<file path="src/rtl/ysyx_220053_wb_arbiter.sv">
// rtl/ysyx_220053_wb_arbiter.sv - two-requester write-back arbiter with one-entry buffers,
// round-robin grant, registered register-file write port and RAW hazard detection.
module ysyx_220053_wb_arbiter #(
  parameter int AW = 5,
  parameter int DW = 64
) (
  input  logic          clk,
  input  logic          rst,
  input  logic          req0_valid,
  output logic          req0_ready,
  input  logic [AW-1:0] req0_addr,
  input  logic [DW-1:0] req0_data,
  input  logic          req1_valid,
  output logic          req1_ready,
  input  logic [AW-1:0] req1_addr,
  input  logic [DW-1:0] req1_data,
  input  logic [AW-1:0] rs1,
  input  logic [AW-1:0] rs2,
  output logic          raw_stall,
  output logic          wen,
  output logic [AW-1:0] waddr,
  output logic [DW-1:0] wdata
);

  logic          buf_valid_0_q, buf_valid_0_d;
  logic [AW-1:0] buf_addr_0_q,  buf_addr_0_d;
  logic [DW-1:0] buf_data_0_q,  buf_data_0_d;
  logic          buf_valid_1_q, buf_valid_1_d;
  logic [AW-1:0] buf_addr_1_q,  buf_addr_1_d;
  logic [DW-1:0] buf_data_1_q,  buf_data_1_d;
  logic          last_q, last_d;
  logic          wen_q, wen_d;
  logic [AW-1:0] waddr_q, waddr_d;
  logic [DW-1:0] wdata_q, wdata_d;

  logic grant_0, grant_1;
  logic load_0, load_1;

  function automatic logic pending_hit(input logic [AW-1:0] r,
                                       input logic bv0, input logic [AW-1:0] ba0,
                                       input logic bv1, input logic [AW-1:0] ba1,
                                       input logic w,   input logic [AW-1:0] wa);
    return (r != '0) && ((bv0 && (r == ba0)) || (bv1 && (r == ba1)) || (w && (r == wa)));
  endfunction

  always_comb begin
    // Grant depends on registered state only, so ready never sees valid.
    grant_0 = buf_valid_0_q && (!buf_valid_1_q || last_q);
    grant_1 = buf_valid_1_q && (!buf_valid_0_q || !last_q);

    req0_ready = !buf_valid_0_q || grant_0;
    req1_ready = !buf_valid_1_q || grant_1;

    // x0 writes complete the handshake but never occupy a buffer.
    load_0 = req0_valid && req0_ready && (req0_addr != '0);
    load_1 = req1_valid && req1_ready && (req1_addr != '0);

    buf_valid_0_d = load_0 ? 1'b1 : (grant_0 ? 1'b0 : buf_valid_0_q);
    buf_addr_0_d  = load_0 ? req0_addr : buf_addr_0_q;
    buf_data_0_d  = load_0 ? req0_data : buf_data_0_q;
    buf_valid_1_d = load_1 ? 1'b1 : (grant_1 ? 1'b0 : buf_valid_1_q);
    buf_addr_1_d  = load_1 ? req1_addr : buf_addr_1_q;
    buf_data_1_d  = load_1 ? req1_data : buf_data_1_q;

    wen_d   = grant_0 || grant_1;
    waddr_d = waddr_q;
    wdata_d = wdata_q;
    last_d  = last_q;
    if (grant_0) begin
      waddr_d = buf_addr_0_q;
      wdata_d = buf_data_0_q;
      last_d  = 1'b0;
    end else if (grant_1) begin
      waddr_d = buf_addr_1_q;
      wdata_d = buf_data_1_q;
      last_d  = 1'b1;
    end

    raw_stall = pending_hit(rs1, buf_valid_0_q, buf_addr_0_q, buf_valid_1_q, buf_addr_1_q,
                            wen_q, waddr_q)
             || pending_hit(rs2, buf_valid_0_q, buf_addr_0_q, buf_valid_1_q, buf_addr_1_q,
                            wen_q, waddr_q);
  end

  // last resets to 1 so requester 0 wins the first contention.
  always_ff @(posedge clk or posedge rst) begin
    if (rst) begin
      buf_valid_0_q <= 1'b0;
      buf_addr_0_q  <= '0;
      buf_data_0_q  <= '0;
      buf_valid_1_q <= 1'b0;
      buf_addr_1_q  <= '0;
      buf_data_1_q  <= '0;
      last_q        <= 1'b1;
      wen_q         <= 1'b0;
      waddr_q       <= '0;
      wdata_q       <= '0;
    end else begin
      buf_valid_0_q <= buf_valid_0_d;
      buf_addr_0_q  <= buf_addr_0_d;
      buf_data_0_q  <= buf_data_0_d;
      buf_valid_1_q <= buf_valid_1_d;
      buf_addr_1_q  <= buf_addr_1_d;
      buf_data_1_q  <= buf_data_1_d;
      last_q        <= last_d;
      wen_q         <= wen_d;
      waddr_q       <= waddr_d;
      wdata_q       <= wdata_d;
    end
  end

  assign wen   = wen_q;
  assign waddr = waddr_q;
  assign wdata = wdata_q;

endmodule

</file>
<file path="config.mk">
export PLATFORM = sky130hd
export DESIGN_NAME = ysyx_220053_wb_arbiter
export DESIGN_NICKNAME = d
export VERILOG_FILES = /design/src/rtl/ysyx_220053_wb_arbiter.sv
export SDC_FILE = /design/constraint.sdc
export NUM_CORES = 1
export LEC_CHECK = 0
export BUFFER_PORTS_ARGS = -buffer_cell sky130_fd_sc_hd__buf_2
export CORE_MARGIN = 2
export CORE_UTILIZATION = 50
export DETAILED_ROUTE_END_ITERATION = 16
export GPL_TIMING_DRIVEN = 0
export PLACE_DENSITY_LB_ADDON = 0.08
export SETUP_SLACK_MARGIN = 0.15
export SLEW_MARGIN = 20
export SYNTH_ARGS = -nofsm -noshare
export SYNTH_HDL_FRONTEND = slang
export SYNTH_SLANG_ARGS = --single-unit
</file>
<file path="constraint.sdc">
create_clock -name clk -period 13.9 [get_ports clk]
set_input_delay 2.78 -clock clk [delete_from_list [all_inputs] [get_ports clk]]
set_output_delay 2.78 -clock clk [all_outputs]
set_load 0.02 [all_outputs]
</file>
==> results of run 1 <==
## path summary, 6_finish.rpt
| kind | start | end | depth (start not counted) |
|---|---|---|---|
| max reg2reg | buf_valid_0_q | wdata[13] | 7 |
| min | buf_data_1_q[1] | buf_data_1_q[1] | 1 |
| min in group asynchronous | rst | buf_data_0_q[46] | 2 |
| max in group asynchronous | rst | buf_data_1_q[5] | 3 |
| min reg2reg | buf_data_1_q[1] | buf_data_1_q[1] | 1 |
| max | rs1[0] | raw_stall | 6 |
## final cells by class
cell class	instances	share of cell area
Antenna cell	1	0.000226
Buffer	38	0.0249
Clock buffer	37	0.0602
Clock inverter	5	0.00485
Inverter	3	0.00169
Multi-Input combinational cell	409	0.303
Sequential cell	211	0.476
Tap cell	225	0.0254
Timing Repair Buffer	225	0.104
## critical path: cells and delay by family
| family | cells | cell delay, ns |
|---|---|---|
| AOI/OAI and AO/OA | 3 | 0.55 |
| buffers and inverters | 2 | 0.31 |
| and+or+nand+nor | 1 | 0.31 |
## cells in the final DEF (no fill, tap or decap), drive strengths merged
cell and count:
a221o 1, nand2 9, mux2 136, or2 1
clkbuf 55, bufinv 1, xnor2 28, nand4 6
dfrtp 210, dfstp 1, nand3 2, buf 245
o21ai 1, o22ai 3, nand2b 1, a21oi 69
diode 1, o211ai 2, a211o 2, nor2 71
mux2i 69, nor3 2, a32o 2, inv 4
clkinv 3, xor2 2, or4 2
## sequential cells by signal, indices dropped and copies added (netlist names), 5 cells and up
register      cells
buf_data_0_q     64
buf_data_1_q     64
wdata            64
buf_addr_0_q      5
buf_addr_1_q      5
waddr             5
## through the flow
stage / cells / cell area, µm²
after floorplan: 661 / 8930
after global placement: 1110 / 10300
after global routing: 1153 / 11100
final: 1154 / 11100
after detailed placement: 1111 / 10400
after CTS: 1153 / 11100
## power groups by stage
stage               Sequential [mW]  Clock [mW]  Combinational [mW]
global placement              0.955           0               0.828
global route                  0.984       0.624               0.915
CTS                           0.959       0.596               0.857
finish                        0.960       0.581               0.844
floorplan                      1.07           0               0.463
detailed placement            0.968           0               0.854
## layer usage
metal  track usage  share of wire  up-vias
li1              -              -     2821
met4        0.0699          0.023        4
met2         0.375           0.49      194
met5             0        0.00099        -
met1         0.278           0.41     3004
met3        0.0651          0.082       47
## cell families after synthesis
kind of cell | Yosys count | share of synthesized area
xor+xnor | 30 | 0.0294
simple gates | 94 | 0.0436
compound gates | 80 | 0.0514
buf+inv | 41 | 0.0322
mux | 205 | 0.252
flops | 211 | 0.591
==> results.json, run 1 <==
{
  "fillerInstances": 1366,
  "synthArstFlopShare": 1.00,
  "drtIter0Drc": 246,
  "ios": 225,
  "min_path_type": "register to register",
  "cts_root_buf": "clkbuf_16",
  "avgSynthCellArea_um2": 13.5,
  "fin_util": 0.639,
  "holdWs_ns": 0.497,
  "clkPwrFrac": 0.244,
  "grt_remaining_overflow": 0,
  "dieArea_um2": 19000,
  "antenna_found_initial": 3,
  "cts_inserted_buffers": 23,
  "nets": 1063,
  "clock_sinks": 211,
  "p_int_mw": 1.55,
  "postCtsResizedCells": 0,
  "cp-end-kind": "primary output",
  "yosysMostFrequentCell": "dfrtp_1",
  "io_buffers": 224,
  "synth-edff-count": 0,
  "yosys.area.top_type": "dfrtp_1",
  "synth_top_flop_cell": "dfrtp_1",
  "post-route-min-period_ns": 6.73,
  "crit_slowest_cell": "nor3_1",
  "pre_cts_slack_ns": 7.20,
  "p_leak_nw": 5.25,
  "start_util": 0.515,
  "ant_nets": 0,
  "netlist_area_um2": 8930,
  "finalCritPeriodShare": 0.484,
  "grt_use_total": 0.223,
  "setup_viol_count_final": 0,
  "drt-pass1-iter-count": 5,
  "critical_path_class": "input pin to primary output",
  "wirelength_um": 21300,
  "syn-num-nets": 813,
  "worst_slew_pin_slew_ns": 0.839,
  "arrival_ns": 3.95,
  "vias": 6070,
  "h-tree-depth": 1,
  "ir_drop_v": 0.000114,
  "outcome": "complete, no violations",
  "coreArea_um2": 17400,
  "power_mw": 2.39,
  "finClkSkew_ns": 0.0121,
  "clkLatencyLatePin_ns": 0.51,
  "rows": 48,
  "clkTransAtPathRegs_ns": 0.06,
  "synth-seq-area-share": 0.591,
  "cp_cell_sequence": "buf_2 > nor3_1 > a211o_1 > o22ai_1 > a221o_1 > buf_2",
  "worst_slack_ns": 7.17,
  "netSwitchingFraction": 0.351,
  "cts_setup_buffers": 0,
  "place_hpwl_um": 15100,
  "ys_warn_count": 0,
  "critPathMaxFanout": 4,
  "holdBufCountCts": 0,
  "synth_top_area_frac": 0.588,
  "rsz0062_at_grt": "false",
  "grt_pass1_vias": 6415,
  "cts_tree": "built",
  "cp.required_ns": 11.12,
  "setup_tns_ns": 0,
  "relSlewSlack": 0.441,
  "r2r_slack_ns": 11.67,
  "vias_per_cell": 5.26,
  "drive_gt1_frac": 0.442,
  "yosysUniqueCellTypes": 30,
  "clock.fmax_mhz": 149,
  "ff_latch_area_um2": 5280,
  "p_per_area_nw_per_um2": 215,
  "finalMaxSlewViolations": 0,
  "drc_errors": 0,
  "synth_seq_cells": 211,
  "switchingPower_mw": 0.838,
  "start_kind": "input pin",
  "hold_viol_final": 0,
  "die_x_um": 138,
  "syn2layout_area_growth_pct": 24.2,
  "worst_path_most_repeated_cell": "buf_2",
  "power_frac_comb": 0.354,
  "grt_max_degree": 113,
  "die_y_um": 138,
  "clockBufferDepth": 3,
  "grt_first_pass_wirelength_um": 32700,
  "syn_inst": 661,
  "routabilityCongestion": 0.833,
  "slowest_delay_ns": 0.31,
  "synth_area_leaders": "dfrtp_1 59%, mux2_2 16%, mux2i_1 7.7%, a21oi_1 3.9%, nor2_1 3.0%",
  "multi_input_area_um2": 3360,
  "drv_cap": 0,
  "wl_per_cell_um": 18.4,
  "synth_commonest_cells": "210 x dfrtp_1, 123 x mux2_2, 71 x nor2_1",
  "pwr-share-seq": 0.403
}
Power figures use the tool's default switching activity.
==> run 2: changes to the inputs <==
--- a/config.mk
+++ b/config.mk
@@ -5,6 +5,7 @@
 export SDC_FILE = /design/constraint.sdc
 export NUM_CORES = 1
 export LEC_CHECK = 0
+export ABC_AREA = 1
 export BUFFER_PORTS_ARGS = -buffer_cell sky130_fd_sc_hd__buf_2
 export CORE_MARGIN = 2
 export CORE_UTILIZATION = 50
==> constraint.sdc (replaced) <==
create_clock -name clk -period 6.4 [get_ports clk]
set_input_delay 1.28 -clock clk [delete_from_list [all_inputs] [get_ports clk]]
set_output_delay 1.28 -clock clk [all_outputs]
set_load 0.02 [all_outputs]
==> run 2 against run 1 <==
Sequential power grew 120%. Combinational power grew 130%. Synthesized cell count grew 68%. Power grew 120%. Sequential share of layout area shrank 1.6 points. Largest power group unchanged. Highest routed layer unchanged.
==> results.json, run 2 <==
{
  "outcome": "complete, no violations",
  "drc_errors": 0,
  "postCtsResizedCells": 0,
  "post-route-min-period_ns": 3.49,
  "clockBufferDepth": 3,
  "synth_top_area_frac": 0.573,
  "hold_depth": 2,
  "avgSynthCellArea_um2": 8.26,
  "finalMaxSlewViolations": 0,
  "nets": 1519,
  "finalCritPeriodShare": 0.545,
  "place_hpwl_um": 17700,
  "syn2layout_area_growth_pct": 25.1,
  "io_buffers": 224,
  "final_common_cell": "nand2_1",
  "drive_gt1_frac": 0.225,
  "synth_area_leaders": "dfrtp_1 57%, nand2_1 12%, o21ai_0 11%, inv_1 6.4%, nor2_1 3.9%",
  "cts_tree": "built",
  "clkLatencyLatePin_ns": 0.50,
  "synth_seq_cells": 211,
  "p_leak_nw": 6.14,
  "ant_nets": 0,
  "netlist_area_um2": 9170,
  "coreArea_um2": 18000,
  "synthArstFlopShare": 1.00,
  "yosysMostFrequentCell": "nand2_1",
  "antenna_found_initial": 5,
  "grt_remaining_overflow": 0,
  "highest-signal-layer": "met5",
  "routabilityCongestion": 0.869,
  "ios": 225,
  "drtIter0Drc": 418,
  "setup_viol_count_final": 0,
  "cts_inserted_buffers": 23,
  "min_path_type": "register to register",
  "arrival_ns": 2.21,
  "vias_per_cell": 4.99,
  "start_util": 0.510,
  "holdWs_ns": 0.475,
  "clock_sinks": 211,
  "vias": 8050,
  "yosysUniqueCellTypes": 17,
  "clkTransAtPathRegs_ns": 0.05,
  "critical_path_class": "input pin to primary output",
  "grt_max_degree": 34,
  "synth_top_flop_cell": "dfrtp_1",
  "syn-num-nets": 1262,
  "drv_cap": 0,
  "holdBufCountCts": 0,
  "wl_per_cell_um": 15.0,
  "cp-end-kind": "primary output",
  "wirelength_um": 24200,
  "hold_viol_final": 0,
  "grt_use_total": 0.248,
  "yosys.area.top_type": "dfrtp_1",
  "relSlewSlack": 0.632,
  "cts_root_buf": "clkbuf_16",
  "dieArea_um2": 19400,
  "rsz0062_at_grt": "false",
  "synth_commonest_cells": "282 x nand2_1, 210 x dfrtp_1, 195 x o21ai_0",
  "worst_slew_pin_slew_ns": 0.551,
  "clock.fmax_mhz": 287,
  "die_y_um": 139,
  "fillerInstances": 1604,
  "r2r_cells": 8,
  "fin_util": 0.638,
  "dr_wl_met2_um": 11500,
  "syn_inst": 1110,
  "critPathMaxFanout": 4,
  "drt-pass1-iter-count": 6,
  "wl_met3_um": 1830,
  "setup_tns_ns": 0,
  "drt-met1-wl_um": 10400,
  "grt_first_pass_wirelength_um": 39000,
  "cts_setup_buffers": 0,
  "die_x_um": 139,
  "h-tree-depth": 1,
  "rows": 49,
  "finClkSkew_ns": 0.0108,
  "final_cell_mix": "282 x nand2_1, 246 x buf_2, 210 x dfrtp_1",
  "ys_warn_count": 0,
  "synth-seq-area-share": 0.576,
  "start_kind": "input pin",
  "ir_drop_v": 0.000265,
  "grt_pass1_vias": 7860,
  "synth-edff-count": 0,
  "p_per_area_nw_per_um2": 459,
  "cp.required_ns": 5.12
}
-- run 2: cell types whose count changed after synthesis, moves of 20 or more --
cell     delta
xnor2_1    -28
nand2_1   +273
buf_4      +22
o21ai_0   +194
mux2_2    -123
inv_1     +154
mux2i_1    -69
buf_2      +20
nor2_1     +24
-- run 2: critical path: stages --
cell and delay, ns:
buf_2 0.13, inv_1 0.11, nand2_1 0.08, nand2_1 0.05, nor2_1 0.09, nand3_1 0.10, nand3_1 0.11, nand2_1 0.06
nand2_1 0.06, buf_2 0.15
-- run 2: per-stage QoR --
stage                     total power [mW]  instance area [µm²]  cells  setup WS [ns]
after CTS                             5.30                11500   1610           2.92
after detailed placement              4.03                10800   1571           2.92
after floorplan                       3.32                 9170   1110           2.38
final                                 5.26                11500   1612           2.91
after global placement                3.98                10600   1563           1.07
after global routing                  5.63                11500   1610           2.78
-- run 2: final timing paths --
check,start,to,slack [ns]
setup / recovery,rs2[0],raw_stall,2.91
min in group asynchronous,rst,buf_data_0_q[50],0.77
max in group asynchronous,rst,buf_data_0_q[8],4.38
hold reg to reg,buf_data_1_q[30],buf_data_1_q[30],0.48
setup reg to reg,last_q,wdata[63],4.40
hold / removal,buf_data_1_q[30],buf_data_1_q[30],0.48
-- run 2: logic make-up (layout without fill, tap and decap cells) --
kind of cell,after synthesis,in the layout,synth area share
DFF,211,211,0.576
other,0,2,0
and+or+nand+nor,399,399,0.166
buffers and inverters,218,489,0.101
AOI/OAI and AO/OA,282,282,0.156
-- run 2: power breakdown --
| group | internal, mW | total, mW | leakage (nW) | switching (mW) |
|---|---|---|---|---|
| clock network | 0.748 | 1.26 | 0.345 | 0.510 |
| registers | 1.81 | 2.09 | 2.55 | 0.275 |
| logic | 0.648 | 1.92 | 3.24 | 1.27 |
-- run 2: area by class of cell --
| type | instances | area, µm² | share of cell area |
|---|---|---|---|
| Sequential cell | 211 | 5280 | 0.461 |
| Multi-Input combinational cell | 681 | 2960 | 0.258 |
| Timing Repair Buffer | 232 | 1300 | 0.113 |
| Clock buffer | 36 | 664 | 0.0579 |
| Inverter | 159 | 601 | 0.0524 |
| Buffer | 59 | 332 | 0.0289 |
| Tap cell | 229 | 287 | 0.0250 |
| Clock inverter | 3 | 43.8 | 0.00382 |
| Antenna cell | 2 | 5.00 | 0.000436 |
-- run 2: routing by layer --
metal,GRT usage,up-vias
met5,0,-
met4,0.0638,6
met3,0.0499,40
met2,0.408,266
met1,0.340,3750
li1,-,3988
==> run 3: changes to the inputs <==
--- a/config.mk
+++ b/config.mk
@@ -8,7 +8,7 @@
 export ABC_AREA = 1
 export BUFFER_PORTS_ARGS = -buffer_cell sky130_fd_sc_hd__buf_2
 export CORE_MARGIN = 2
-export CORE_UTILIZATION = 50
+export CORE_UTILIZATION = 48
 export DETAILED_ROUTE_END_ITERATION = 16
 export GPL_TIMING_DRIVEN = 0
 export PLACE_DENSITY_LB_ADDON = 0.08
==> constraint.sdc (replaced) <==
create_clock -name clk -period 2.86 [get_ports clk]
set_input_delay 0.572 -clock clk [delete_from_list [all_inputs] [get_ports clk]]
set_output_delay 0.572 -clock clk [all_outputs]
set_load 0.02 [all_outputs]
==> run 3 against run 2 <==
Clock skew is 0.013 ns higher. Sequential power up 120%. Final cell count increased by 0.74%. Non-clock buffer count decreased by 1. Critical path type is now register to primary output. Critical endpoint unchanged. Highest routed layer unchanged.
==> results.json, run 3 (synthesis gave the netlist of run 2 again) <==
{
  "timing.rr.start": "last_q",
  "finClkSkew_ns": 0.0239,
  "netSwitchingFraction": 0.387,
  "clkPwrFrac": 0.259,
  "clkTransAtPathRegs_ns": 0.06,
  "io_buffers": 224,
  "placed_area_um2": 10700,
  "fillerInstances": 1742,
  "relSlewSlack": 0.592,
  "arrival_ns": 1.73,
  "cts_setup_buffers": 0,
  "reg2reg_to": "wdata[29]",
  "wl_per_cell_um": 15.4,
  "cts_tree": "built",
  "wirelength_um": 25000,
  "ios": 225,
  "rsz0062_at_grt": "false",
  "grt_use_total": 0.252,
  "grt_remaining_overflow": 0,
  "cp-end-kind": "primary output",
  "die_x_um": 142,
  "cts_root_buf": "clkbuf_16",
  "ir_drop_v": 0.000541,
  "grt_max_degree": 35,
  "drv_cap": 0,
  "place_hpwl_um": 18100,
  "pwr-share-seq": 0.386,
  "critical_path_class": "register to primary output",
  "syn2layout_area_growth_pct": 26.4,
  "worst_slew_pin_slew_ns": 0.612,
  "p_int_mw": 7.42,
  "final_cell_mix": "282 x nand2_1, 246 x buf_2, 210 x dfrtp_1",
  "coreArea_um2": 18700,
  "grt_first_pass_wirelength_um": 40400,
  "drc_errors": 0,
  "fin_area_um2": 11600,
  "holdBufCountCts": 0,
  "vias": 8096,
  "drtIter0Drc": 313,
  "vias_per_cell": 4.99,
  "hold_viol_final": 0,
  "final_common_cell": "nand2_1",
  "cp.required_ns": 2.29,
  "clockBufferDepth": 3,
  "h-tree-depth": 1,
  "r2r_cells": 8,
  "ant_nets": 0,
  "finalMaxSlewViolations": 0,
  "clkLatencyLatePin_ns": 0.52,
  "cts_inserted_buffers": 24,
  "dieArea_um2": 20200,
  "setup_tns_ns": 0,
  "grt_pass1_vias": 8034,
  "critPathMaxFanout": 4,
  "clock.fmax_mhz": 434,
  "p_leak_nw": 6.19,
  "r2r_slack_ns": 0.92,
  "antenna_found_initial": 5,
  "outcome": "complete, no violations",
  "switchingPower_mw": 4.69,
  "p_per_area_nw_per_um2": 1050,
  "postCtsResizedCells": 0,
  "nets": 1519,
  "min_path_type": "input pin to async pin",
  "setup_viol_count_final": 0,
  "routabilityCongestion": 0.830,
  "power_frac_comb": 0.355,
  "die_y_um": 142,
  "drt-pass1-iter-count": 5,
  "start_util": 0.490,
  "finalCritPeriodShare": 0.805,
  "start_kind": "register",
  "clock_sinks": 211,
  "post-route-min-period_ns": 2.30,
  "rows": 50,
  "drive_gt1_frac": 0.230
}
## run 3: cell count changes in the layout (fill, tap and decap cells not counted), sizes merged
| cell | change |
|---|---|
| clkinv | +1 |
| diode | +3 |
| clkbuf | +4 |
| buf | -1 |
## run 3: metrics by stage
step,worst slack (ns),cells,hold slack [ns],utilization,power (mW)
6_report,0.557,1624,0.0759,0.619,12.1
4_1_cts,0.557,1619,0.0677,0.619,12.2
3_3_place_gp,-1.82,1568,0.460,0.566,8.92
2_1_floorplan,-0.453,1110,0.448,-,7.43
3_5_place_dp,0.753,1575,0.468,0.574,9.04
5_1_grt,0.396,1620,0.0908,0.619,12.9
## run 3: power by group through the flow
stage | registers (mW) | logic, mW | clock network (mW)
finish | 4.67 | 4.30 | 3.14
global route | 4.80 | 4.83 | 3.32
CTS | 4.67 | 4.35 | 3.19
detailed placement | 4.70 | 4.34 | 0
global placement | 4.70 | 4.22 | 0
floorplan | 5.21 | 2.22 | 0
## run 3: worst max-delay path: stages (launching register included)
cell and delay, ns:
dfrtp_1 0.40, inv_1 0.12, nand2_1 0.08, nand2_1 0.04, nor2_1 0.14, nand3_1 0.09
nand3_1 0.09, nand2_1 0.06, nand2_1 0.06, buf_2 0.15
## run 3: area by class of cell
type | instances | area [µm²] | area share
flip-flops and latches | 211 | 5280 | 0.456
multi-input cells | 681 | 2960 | 0.255
repair buffers | 231 | 1280 | 0.110
clock buffers | 40 | 771 | 0.0665
inverters | 159 | 601 | 0.0518
plain buffers | 59 | 332 | 0.0286
well taps | 234 | 293 | 0.0253
clock inverters | 4 | 60.1 | 0.00518
diodes | 5 | 12.5 | 0.00108
## run 3: per-layer routing
layer,GRT usage,vias to the layer above,wire (µm)
met5,0,-,13
met4,0.0611,2,426
met3,0.0444,38,1500
met2,0.416,230,11800
met1,0.350,3840,11200
li1,-,3986,-
## run 3: worst max path at each step
stage | startpoint | endpoint | slack (ns) | cells after the start
final | buf_addr_1_q[2] | raw_stall | 0.56 | 9
after global routing | buf_addr_1_q[1] | raw_stall | 0.40 | 9
after CTS | buf_addr_1_q[1] | raw_stall | 0.56 | 9
after detailed placement | rs1[4] | raw_stall | 0.75 | 10
after global placement | rst | buf_data_0_q[8] | -1.82 | 2
after floorplan | rst | buf_addr_0_q[0] | -0.45 | 1
